$ cat src/rtl/div_unit.sv
// Multicycle restoring shift-subtract divider for DIV/DIVU.
// Produces one quotient bit per cycle. Quotient goes to lo_out and remainder to hi_out. A zero divisor is flagged and not computed.
module div_unit #(
    parameter int WIDTH = 32
) (
    input  logic             clk,
    input  logic             reset,
    input  logic             start,
    input  logic             is_signed,
    input  logic [WIDTH-1:0] a_in,
    input  logic [WIDTH-1:0] b_in,
    output logic             busy,
    output logic             done,
    output logic             div_zero,
    output logic [WIDTH-1:0] hi_out,
    output logic [WIDTH-1:0] lo_out
);

    localparam int CW = $clog2(WIDTH);
    localparam logic [CW-1:0]    LAST_ITER = CW'(WIDTH - 1);
    localparam logic [WIDTH-1:0] ONE       = WIDTH'(1);

    typedef enum logic [1:0] {
        IDLE = 2'd0,
        CALC = 2'd1,
        FIX  = 2'd2
    } state_t;

    state_t           state_q, state_d;
    logic [CW-1:0]    count_q, count_d;
    logic [WIDTH-1:0] acc_q, acc_d;
    logic [WIDTH-1:0] quo_q, quo_d;
    logic [WIDTH-1:0] dvs_q, dvs_d;
    logic [WIDTH-1:0] hi_q, hi_d;
    logic [WIDTH-1:0] lo_q, lo_d;
    logic             q_neg_q, q_neg_d;
    logic             r_neg_q, r_neg_d;
    logic             done_q, done_d;
    logic             dz_q, dz_d;

    logic [WIDTH-1:0] a_mag;
    logic [WIDTH-1:0] b_mag;
    logic [WIDTH:0]   acc_shift;
    logic [WIDTH:0]   trial;

    // abs(most-negative) wraps to itself, which is the correct unsigned magnitude
    assign a_mag = (is_signed && a_in[WIDTH-1]) ? (~a_in + ONE) : a_in;
    assign b_mag = (is_signed && b_in[WIDTH-1]) ? (~b_in + ONE) : b_in;

    // The dividend register shifts its MSB into the partial remainder.
    // Quotient bits fill the dividend register from the bottom.
    assign acc_shift = {acc_q, quo_q[WIDTH-1]};
    assign trial     = acc_shift - {1'b0, dvs_q};

    always_comb begin
        state_d = state_q;
        count_d = count_q;
        acc_d   = acc_q;
        quo_d   = quo_q;
        dvs_d   = dvs_q;
        hi_d    = hi_q;
        lo_d    = lo_q;
        q_neg_d = q_neg_q;
        r_neg_d = r_neg_q;
        done_d  = 1'b0;
        dz_d    = 1'b0;

        case (state_q)
            IDLE: begin
                if (start) begin
                    if (b_in == '0) begin
                        dz_d = 1'b1;
                    end else begin
                        quo_d   = a_mag;
                        dvs_d   = b_mag;
                        acc_d   = '0;
                        count_d = '0;
                        q_neg_d = is_signed & (a_in[WIDTH-1] ^ b_in[WIDTH-1]);
                        r_neg_d = is_signed & a_in[WIDTH-1];
                        state_d = CALC;
                    end
                end
            end
            CALC: begin
                if (!trial[WIDTH]) begin
                    acc_d = trial[WIDTH-1:0];
                    quo_d = {quo_q[WIDTH-2:0], 1'b1};
                end else begin
                    acc_d = acc_shift[WIDTH-1:0];
                    quo_d = {quo_q[WIDTH-2:0], 1'b0};
                end
                count_d = count_q + CW'(1);
                if (count_q == LAST_ITER) begin
                    state_d = FIX;
                end
            end
            FIX: begin
                lo_d    = q_neg_q ? (~quo_q + ONE) : quo_q;
                hi_d    = r_neg_q ? (~acc_q + ONE) : acc_q;
                done_d  = 1'b1;
                state_d = IDLE;
            end
            default: begin
                state_d = IDLE;
            end
        endcase
    end

    always_ff @(posedge clk or negedge reset) begin
        if (!reset) begin
            state_q <= IDLE;
            count_q <= '0;
            acc_q   <= '0;
            quo_q   <= '0;
            dvs_q   <= '0;
            hi_q    <= '0;
            lo_q    <= '0;
            q_neg_q <= 1'b0;
            r_neg_q <= 1'b0;
            done_q  <= 1'b0;
            dz_q    <= 1'b0;
        end else begin
            state_q <= state_d;
            count_q <= count_d;
            acc_q   <= acc_d;
            quo_q   <= quo_d;
            dvs_q   <= dvs_d;
            hi_q    <= hi_d;
            lo_q    <= lo_d;
            q_neg_q <= q_neg_d;
            r_neg_q <= r_neg_d;
            done_q  <= done_d;
            dz_q    <= dz_d;
        end
    end

    assign busy     = (state_q == CALC) || (state_q == FIX);
    assign done     = done_q;
    assign div_zero = dz_q;
    assign hi_out   = hi_q;
    assign lo_out   = lo_q;

endmodule

$ cat config.mk
export PLATFORM = sky130hd
export DESIGN_NAME = div_unit
export DESIGN_NICKNAME = d
export VERILOG_FILES = /design/src/rtl/div_unit.sv
export SDC_FILE = /design/constraint.sdc
export NUM_CORES = 1
export LEC_CHECK = 0
export BUFFER_PORTS_ARGS = -buffer_cell sky130_fd_sc_hd__buf_2
export CORE_ASPECT_RATIO = 0.9
export CORE_MARGIN = 1
export CORE_UTILIZATION = 60
export CTS_CLUSTER_DIAMETER = 60
export DETAILED_ROUTE_END_ITERATION = 7
export GPL_ROUTABILITY_DRIVEN = 1
export PLACE_DENSITY = 0.9
export SETUP_SLACK_MARGIN = 0.5
export SYNTH_ARGS = -nofsm -noshare
export SYNTH_HDL_FRONTEND = slang
export SYNTH_SLANG_ARGS = --single-unit
$ cat constraint.sdc
create_clock -name clk -period 4.66 [get_ports clk]
set_input_delay 0 -clock clk [delete_from_list [all_inputs] [get_ports clk]]
set_output_delay 0 -clock clk [all_outputs]
set_load 0.05 [all_outputs]
==> results list <==
- Delay of the slowest critical-path stage: 510 ps
* Area of the core: ~0.018 mm^2
- Pwr dens: ~580 mW/mm^2
- Counting every sink on the clock net gives 171.
- The routed layout has 10.3k vias.
- Buffers & Inverters on Critical Path: 2
- Number of antenna violations at the first check in global routing: 0
- Global routing consumed, over all layers together, 30.8% of the routing resources.
- Slowest CP cell: buf_4
* Mean cell area of the mapped netlist: ~8.5 um^2
* CP endpoint kind: flop
- The number of global-route vias before repair was 9786.
* Total leakage power: 6.22 nW
- Final Hold Violating Endpoints: 1
- The tool flagged a number of max-cap violations equal to 0.
* Synthesized instance count: 1326
- Met1 Track Usage GR: 42.9%
- Iteration-0 DRC count of the detailed router: 909
- Timing analysis after detailed placement gives a worst setup slack of ~920 ps.
* Width of the die: roughly 150 um
- Summed over all failing endpoints, the final setup total negative slack is 0 ps.
- Skew-Pair Late Insertion Delay: 430 ps
* Port Buffer Count: 134
- Most numerous cell in the Yosys netlist: dfrtp_1
* Clock tree from TritonCTS: done
* First-pass GRT wire length: ~48 mm
* Post-synthesis cell type count: 60
* Most frequent cells after synthesis: 171 x dfrtp_1, 158 x nand2_1, 150 x a21oi_1
- Rel. slew slack: 18.4%
- Final-report setup violation count: 0
- TritonCTS buffer count: 17
- Period utilisation layout: 82.7%
* Share of synthesized flip-flops with an asynchronous set or reset: between 90% and 100%
* Max frequency: ~0.26 GHz
- CTS max path bufs: 2
- The floorplan step defined a die boundary enclosing between 0.015 and 0.02 mm^2.
- Worst VDD drop: 327 uV
* Number of gates resized after cts: 0
- Number of synthesized flops with an enable pin: 0
* Cell repeated most along the worst path: a21oi_1
- Ranking of synthesized cells by area: dfrtp_1 38%, xor2_1 7.6%, a21oi_1 6.7%
* Chain of cells forming the critical path: inv_1 -> ha_1 -> fa_1 -> nand2b_1 -> a21oi_1 -> o2111ai_1 -> a21oi_1 -> o31ai_1 -> a31oi_1 -> xor2_4 -> buf_4 -> mux2i_1 -> o21ai_0
- Register clock-pin slew on the reported worst setup and hold paths: 60 ps
- Among all flip-flop cells after synthesis, the most frequent one is dfrtp_1.
* Result of the run: complete, but fails checks
* Transition time of the tightest slew-check pin: 1220 ps
- Compared with the post-synthesis result, the final layout area differs by 16.3%.
- For the worst setup path, the data required time is between 4000 and 5000 ps.
* Minimum setup slack in the final design: 807 ps
- Largest net degree at the start of global routing: 109
- Synthesized area: 0.0112 mm^2
* Gr busiest metal: met2
- dfrtp_1 takes more of the synthesized area than any other cell.
* Max-slew violations: 0
- For this run, the detailed router's first-pass iteration total came to 5.
- Register-to-Register Setup Slack: 810 ps
* Final layout net count: approximately 1.6k
* Post-DR wirelength/cell: around 17 um
- Cells fill 71.1% of the core in the end.
- The initial utilization of the core area, before any placement, comes to 61.2%.
* CP max FO: 31
- Die Y-Extent: 132 um
- Count of buffers added by post-CTS timing repair for setup: 0
- Time the worst path needs with I/O delays and setup: 3850 ps
- Sequential elements use 38.1% of the synthesized area.
* Kind of critical path: reg -> reg
- The repair_antennas step left the layout with diodes totalling 0.
* Sort of element at the start of the critical path: flop
- Count of nets left with antenna violations after detail routing: 0
* Maximum clock skew at final layout: 9.18 ps
- Synthesis produced a netlist with a net count of about 1.4k.
- Count of state elements after synthesis: roughly 170
- For this run, global-route usage on met2 was measured as 48.3%.
* Proportion of netlist area held by the largest area contributor: 38.1%
- Synth Warn #: 0
- Min Hold Slack: -3.79 ps
- In the final layout, the share of cells above drive strength 1 is 13.9%.
* Violated checks: hold timing
- Grt ovf: 0
* Count of boundary I/O pins: 135
* CTS root buf: clkbuf_16
* Maximum level of the CTS H-tree: 4
- Remaining DRCs: 0
* Tightest Hold Check Type: in -> reg
- Met3 usage: 5.61%
- RSZ-0062 raised after global routing: false
* Final estimated routing congestion in global placement: 0.962
- DRT Wirelength: roughly 29 mm
- On the critical path the largest part of the delay comes from compound AO/OA/AOI/OAI gates.
- In the routed layout, each cell is associated on average with a via count of 6.02.
- Row generation in the floorplan step produced 47 rows.
- After legalization and detailed placement, the total HPWL measured 20.0 mm.
- Cts hold-fix bufs: 38
- Critical path arrival: roughly 4100 ps
## per-layer routing
metal / vias to the layer above / wire, um
met1: 4892 / 12700
met5: - / 0
met3: 57 / 2040
met2: 448 / 13200
li1: 4921 / -
met4: 0 / 669
## cells by family after synthesis
kind of cell | after synthesis | synth area share [%]
AOI/OAI and AO/OA | 401 | 21.0
xor gates and xnor gates | 140 | 11.0
adders and majority gates | 42 | 4.75
buffers and inverters | 120 | 4.26
DFF | 171 | 38.1
muxes | 43 | 3.90
and+or+nand+nor | 409 | 17.0
## state kept, by name (all words and copies together), names as in the netlist
| register | cells |
|---|---|
| dvs_q | 32 |
| acc_q | 32 |
| q_neg_q | 1 |
| quo_q | 32 |
| count_q | 5 |
| r_neg_q | 1 |
| state_q | 2 |
| done | 1 |
| lo_out | 32 |
| div_zero | 1 |
| hi_out | 32 |
## final cells by class
class                      count  area, um^2
sequential                   171        4280
multi-input combinational   1035        6520
fill                        1436        5300
inverter                      49         184
clock inverter                10         139
timing repair buffer         183        1140
clock buffer                  22         484
tap                          245         307
## report_power, final
part	internal (mW)	switching [mW]
registers	1.84	0.527
logic	1.48	2.29
clock network	0.900	0.584
## cells in the final DEF, fill, tap and decap left out, drive strengths merged, types with 10 or more instances in the layout
cell type | synthesis | layout
or3 | 19 | 19
o41ai | 17 | 17
nand2 | 158 | 158
xnor2 | 42 | 42
xor2 | 98 | 98
mux2i | 37 | 37
or4 | 13 | 13
o21ai | 138 | 138
nor2 | 118 | 118
nor3 | 18 | 18
a21oi | 150 | 150
nand4 | 12 | 12
o31ai | 28 | 28
nand2b | 16 | 16
ha | 41 | 41
dlygate4sd3 | 0 | 38
nor4 | 10 | 10
a21o | 21 | 21
clkbuf | 58 | 22
inv | 49 | 49
and2 | 12 | 12
dfrtp | 171 | 171
buf | 13 | 145
## path summary, 6_finish.rpt
kind,start,end,cells past startpoint
setup / recovery,quo_q[31]$_DFFE_PN0P_,acc_q[9]$_DFFE_PN0P_,13
hold / removal,b_in[23],dvs_q[23]$_DFFE_PN0P_,3
setup reg to reg,quo_q[31]$_DFFE_PN0P_,acc_q[9]$_DFFE_PN0P_,13
hold reg to reg,dvs_q[25]$_DFFE_PN0P_,dvs_q[25]$_DFFE_PN0P_,2
max in group asynchronous,reset,acc_q[17]$_DFFE_PN0P_,3
min in group asynchronous,reset,lo_out[13]$_DFFE_PN0P_,2
## tightest hold or removal path, delay by kind of cell
family / cells / cell delay, ps
AO/OA/AOI/OAI: 1 / 190
XOR/XNOR: 1 / 80
buffers and inverters: 1 / 110
## per-stage QoR
stage                     power [mW]  cells  cell area (um^2)
after global placement          5.84   1645             12000
after floorplan                 5.06   1326             11200
final                           7.63   1715             13100
after CTS                       7.57   1715             13100
after detailed placement        5.99   1645             12000
after global routing            8.18   1715             13100
(Power assumes the default switching activity.)
